`src/rtl/calc_pkg.sv`:
```
// Shared types and constants for the calculator-core host sequencer.
// The opcode constants mirror the calculator core's mode-select encoding.
package calc_pkg;

  localparam int DATA_W_DEF = 16;
  localparam int MS_W_DEF   = 3;

  typedef enum logic [3:0] {
    IDLE,
    LOAD_A,
    GAP1,
    LOAD_B,
    GAP2,
    EXEC,
    WAIT_DONE,
    ACK,
    ACK_WAIT
  } state_t;

  localparam logic [2:0] OP_PASS = 3'b000;
  localparam logic [2:0] OP_ADD  = 3'b001;
  localparam logic [2:0] OP_SUB  = 3'b010;
  localparam logic [2:0] OP_AND  = 3'b011;
  localparam logic [2:0] OP_OR   = 3'b100;
  localparam logic [2:0] OP_XOR  = 3'b101;
  localparam logic [2:0] OP_NOT  = 3'b110;
  localparam logic [2:0] OP_SHL  = 3'b111;

  // States in which the core sees a `next` step pulse.
  function automatic logic is_pulse_state(input state_t s);
    return (s == LOAD_A) || (s == LOAD_B) || (s == EXEC) || (s == ACK);
  endfunction

endpackage

```
`src/rtl/calc_result_reg.sv`:
```
// Single-entry valid/ready holding register for one sequencer result.
// A load is only ever requested while the slot is empty.
module calc_result_reg
  import calc_pkg::*;
#(
  parameter int DATA_W = DATA_W_DEF,
  parameter int MS_W   = MS_W_DEF
) (
  input  logic              clk,
  input  logic              clear,
  input  logic              load,
  input  logic [DATA_W-1:0] load_data,
  input  logic [MS_W-1:0]   load_ms,
  input  logic              load_err,
  input  logic              ready,
  output logic              valid,
  output logic [DATA_W-1:0] data,
  output logic [MS_W-1:0]   ms,
  output logic              err
);

  always_ff @(posedge clk or negedge clear) begin
    if (!clear) begin
      valid <= 1'b0;
      data  <= '0;
      ms    <= '0;
      err   <= 1'b0;
    end else if (load) begin
      valid <= 1'b1;
      data  <= load_data;
      ms    <= load_ms;
      err   <= load_err;
    end else if (valid && ready) begin
      valid <= 1'b0;
    end
  end

endmodule

```
`src/rtl/calc_sequencer.sv`:
```
// Host-side driver for the calculator core: replays a whole operation as
// timed `next` pulses, waits for done, and returns the ALU result.
module calc_sequencer
  import calc_pkg::*;
#(
  parameter int          DATA_W  = DATA_W_DEF,
  parameter int          MS_W    = MS_W_DEF,
  parameter int unsigned TIMEOUT = 15
) (
  input  logic              clk,
  input  logic              clear,
  input  logic              cmd_valid,
  output logic              cmd_ready,
  input  logic [MS_W-1:0]   cmd_ms,
  input  logic [DATA_W-1:0] cmd_a,
  input  logic [DATA_W-1:0] cmd_b,
  output logic              res_valid,
  input  logic              res_ready,
  output logic [DATA_W-1:0] res_data,
  output logic [MS_W-1:0]   res_ms,
  output logic              res_err,
  output logic              next_out,
  output logic [MS_W-1:0]   ms_out,
  output logic [DATA_W-1:0] din_out,
  input  logic              done_in,
  input  logic [DATA_W-1:0] alu_in,
  output logic              busy
);

  localparam logic [7:0] TO = 8'(TIMEOUT);

  state_t            state, state_n;
  logic [7:0]        cnt, cnt_n, cnt_inc;
  logic [DATA_W-1:0] b_q;
  logic              accept;
  logic              cap, cap_err;
  logic [DATA_W-1:0] cap_data;

  assign cmd_ready = (state == IDLE);
  assign busy      = (state != IDLE);
  assign accept    = (state == IDLE) && cmd_valid;
  assign cnt_inc   = (cnt == TO) ? cnt : cnt + 8'd1;

  always_comb begin
    state_n  = state;
    cnt_n    = cnt;
    cap      = 1'b0;
    cap_err  = 1'b0;
    cap_data = '0;
    case (state)
      IDLE:   if (accept) state_n = LOAD_A;
      LOAD_A: state_n = GAP1;
      GAP1:   state_n = LOAD_B;
      LOAD_B: state_n = GAP2;
      GAP2:   state_n = EXEC;
      EXEC: begin
        cnt_n   = '0;
        state_n = WAIT_DONE;
      end
      WAIT_DONE: begin
        // A full result slot stalls both a real answer and a pending timeout.
        if (done_in) begin
          if (!res_valid) begin
            cap      = 1'b1;
            cap_data = alu_in;
            state_n  = ACK;
          end
        end else begin
          cnt_n = cnt_inc;
          if ((cnt_inc == TO) && !res_valid) begin
            cap     = 1'b1;
            cap_err = 1'b1;
            state_n = IDLE;
          end
        end
      end
      ACK:      state_n = ACK_WAIT;
      ACK_WAIT: if (!done_in) state_n = IDLE;
      default:  state_n = IDLE;
    endcase
  end

  // Core-facing outputs are registered from the next state.
  always_ff @(posedge clk or negedge clear) begin
    if (!clear) begin
      state    <= IDLE;
      cnt      <= '0;
      b_q      <= '0;
      next_out <= 1'b0;
      ms_out   <= '0;
      din_out  <= '0;
    end else begin
      state    <= state_n;
      cnt      <= cnt_n;
      next_out <= is_pulse_state(state_n);
      if (accept) b_q <= cmd_b;
      if (state_n == IDLE) ms_out <= '0;
      else if (accept)     ms_out <= cmd_ms;
      if (state_n == LOAD_A)      din_out <= cmd_a;
      else if (state_n == LOAD_B) din_out <= b_q;
      else                        din_out <= '0;
    end
  end

  calc_result_reg #(
    .DATA_W (DATA_W),
    .MS_W   (MS_W)
  ) u_result (
    .clk       (clk),
    .clear     (clear),
    .load      (cap),
    .load_data (cap_data),
    .load_ms   (ms_out),
    .load_err  (cap_err),
    .ready     (res_ready),
    .valid     (res_valid),
    .data      (res_data),
    .ms        (res_ms),
    .err       (res_err)
  );

endmodule

```
`config.mk`:
```
export PLATFORM = sky130hd
export DESIGN_NAME = calc_sequencer
export DESIGN_NICKNAME = d
export VERILOG_FILES = /design/src/rtl/calc_pkg.sv /design/src/rtl/calc_result_reg.sv /design/src/rtl/calc_sequencer.sv
export SDC_FILE = /design/constraint.sdc
export NUM_CORES = 1
export LEC_CHECK = 0
export ABC_CLOCK_PERIOD_IN_PS = 2100
export BUFFER_PORTS_ARGS = -buffer_cell sky130_fd_sc_hd__clkbuf_2
export CAP_MARGIN = 20
export CORE_MARGIN = 5
export CORE_UTILIZATION = 35
export DETAILED_ROUTE_END_ITERATION = 16
export PLACE_DENSITY = 0.66
export SETUP_SLACK_MARGIN = 0.15
export SYNTH_ARGS = -nofsm -noshare
export SYNTH_HDL_FRONTEND = slang
export SYNTH_SLANG_ARGS = --single-unit
```
`constraint.sdc`:
```
create_clock -name clk -period 2.1 [get_ports clk]
set_input_delay 0.21 -clock clk [delete_from_list [all_inputs] [get_ports clk]]
set_output_delay 0.21 -clock clk [all_outputs]
set_load 0.1 [all_outputs]
```
==> qor.yml <==
status: "complete, no violations"
antenna_found_initial: 0
grt_first_pass_wirelength_mm: 11.8
synth_ff_type: "dfrtp_1"
slowest_delay_ps: 420
core_mm2: 0.00859
drive_above_1_share_pct: 40.5
yosys.area.top_type_share_pct: 56.7
num_io_pins: 99
switching_power_uw: 4010
drtIter0Drc: 97
hold_path.class: "input port to flip-flop"
worst_slew_pin_slew_ps: 553
start_kind: "flip-flop"
ir_drop_v: 0.00100
place.gp.congestion: 0.974
rsz0062_at_grt: "yes"
p_int_uw: 3340
required_ps: 2320
clockBufferDepth: 2
place_area_mm2: 0.00379
max_clock_freq_mhz: 494
grt_max_degree: 33
nFillCells: 818
grt_pass1_vias: 2495
fin_nets: 479
area_delta_synth_final_pct: 34.7
cts.sinks: 69
hpwl_mm: 5.53
synthTopCellsByArea: "dfrtp_1, nand2_1, a22o_1"
setup_viol: 0
setup_ws_ps: 74.4
finalPower_uw: 7340
root_buffer: "clkbuf_8"
wire_per_inst_um: 14.3
die-area_mm2: 0.0107
netlist_area_mm2: 0.00305
avgSynthCellArea_um2: 10.1
ys_seq_elements: 69
finalCriticalPeriod_ps: 2030
end_kind: "flip-flop"
fp.dieW_um: 103
grt.overflow.total: 0
crit_chain: "ha_4 -> nand3_2 -> or3_4 -> nand2_2 -> nor4_2 -> buf_4 -> a21oi_4 -> mux2_4"
skew_ps: 7.81
comb_power_share_pct: 56.2
synth-edff-count: 0
h-tree-depth: 3
die_h_um: 103
p_leak_uw: 0.00212
crit_path_top_delay_cell: "dfrtp_1"
path_max_fanout: 4
syn_inst: 301
rows: 34
grt_usage_pct: 14.4
initial_utilization_pct: 35.5
clock_latency_ps: 330
p_per_area_mw_per_mm2: 1790
period_share_pct: 96.5
num_antenna_cells: 0
viasPerCell: 4.90
io_buffers: 98
max_slew_margin_pct: 63.3
p_sw_share_pct: 54.5
drcViolationCount: 0
ys_types: 45
final_cell_area_mm2: 0.00411
dr.pass1.iters: 4
wirelength_mm: 7.63
clk_pin_slew_ps: 80
vias: 2620
yosysWarnings: 0
ys_seq_area_share_pct: 56.7
dp_slack_ps: 16.6
async_flop_share_pct: 100
drv_cap: 0
yosysTopAreaCell: "dfrtp_1"
numCtsBuffers: 9
ant_nets: 0
p_seq_share_pct: 28.6
fin_setup_tns_ps: 0
crit_type: "flip-flop to flip-flop"
syn-num-nets: 358
slew_violations: 0
crit_arrival_ps: 2240
hold_viol_final: 0
clockPowerShare_pct: 15.3
cts_tree: "built"
## layout make-up
class | instances | area, µm² | share of cell area [%]
Clock buffer | 11 | 151 | 3.69
Sequential cell | 69 | 1730 | 42.2
Multi-Input combinational cell | 212 | 1300 | 31.6
Clock inverter | 5 | 58.8 | 1.43
Tap cell | 108 | 135 | 3.29
Inverter | 4 | 15.0 | 0.366
Timing Repair Buffer | 126 | 718 | 17.5
## path summary, 6_finish.rpt
check / start / end / slack (ps) / cells past startpoint
min in group asynchronous: clear / u_result.valid / 390 / 2
max in group asynchronous: clear / b_q[11] / 920 / 3
worst min-delay path: cmd_b[9] / b_q[9] / 60 / 3
worst min register to register: b_q[13] / b_q[13] / 480 / 2
worst max register to register: cnt[1] / u_result.ms[2] / 70 / 8
worst max-delay path: cnt[1] / u_result.ms[2] / 70 / 8
## state kept, by name, summed over array words and instances, names as in the netlist
name / count
b_q: 16
cnt: 8
din_out: 16
ms_out: 3
next_out: 1
state: 4
u_result.data: 16
u_result.err: 1
u_result.ms: 3
u_result.valid: 1
## worst max-delay path, delay by kind of cell (launching register included)
| kind | cells | cell delay [ps] |
|---|---|---|
| AOI/OAI and AO/OA | 1 | 210 |
| buffers and inverters | 1 | 150 |
| muxes | 1 | 310 |
| and+or+nand+nor | 4 | 620 |
| DFF | 1 | 420 |
| adders and majority gates | 1 | 190 |
## per-layer routing
layer	global-route usage, %	wire length, µm
met1	18.8	3310
met3	2.75	648
met5	0	0
met4	7.77	134
met2	22.5	3540
## cell usage in the layout (no fill, tap or decap), types with 5 or more instances in the layout
cell type   n
clkbuf_2   95
buf_4      27
a21oi_1     5
dfrtp_1    65
nand2b_1    6
o21ai_0    13
o21ai_2    10
a22o_1     17
mux2i_1     5
clkbuf_8   11
nand2_1    91
nor2_1      9
## synthesized netlist by cell type, drive strengths merged (4+ instances only)
cell and n:
nor2 9, buf 8, a21oi 6, nand3 4
clkbuf 8, nand2 93, a31oi 4, and2 4
a22o 17, dfrtp 69, nor4 4, nor3 5
o21ai 23, inv 4, mux2i 5, nand2b 6
## metrics by stage
stage	instances	utilization, %	hold WS [ps]
after floorplan	301	-	-85.6
after global placement	510	44.1	209
after detailed placement	510	44.1	219
after CTS	530	47.1	41.2
after global routing	535	47.8	52.5
final	535	47.8	59.7
## kinds of logic after synthesis
group | count (synthesis) | synth area share [%]
buf+inv | 20 | 3.49
flops | 69 | 56.7
simple gates | 136 | 20.0
compound gates | 64 | 15.8
mux | 8 | 2.75
fa+ha+maj | 1 | 0.410
xor+xnor | 3 | 0.862
## power groups by stage
stage               sequential (µW)  combinational [µW]  clock [µW]
floorplan                      4110                1290           0
detailed placement             2120                4130           0
finish                         2100                4130        1120
CTS                            2100                4130        1150
global route                   2160                4380        1210
global placement               2110                4070           0
## what timing repair did
action                                 in CTS  in global routing
endpoints found under the hold margin      21                  0
setup endpoints to repair                  11                 27
hold buffers                                1                  0
setup buffers                               3                  5
resized for setup                           3                  6
pin swaps                                   4                  3
No activity file was read; power rests on OpenSTA's default activity.
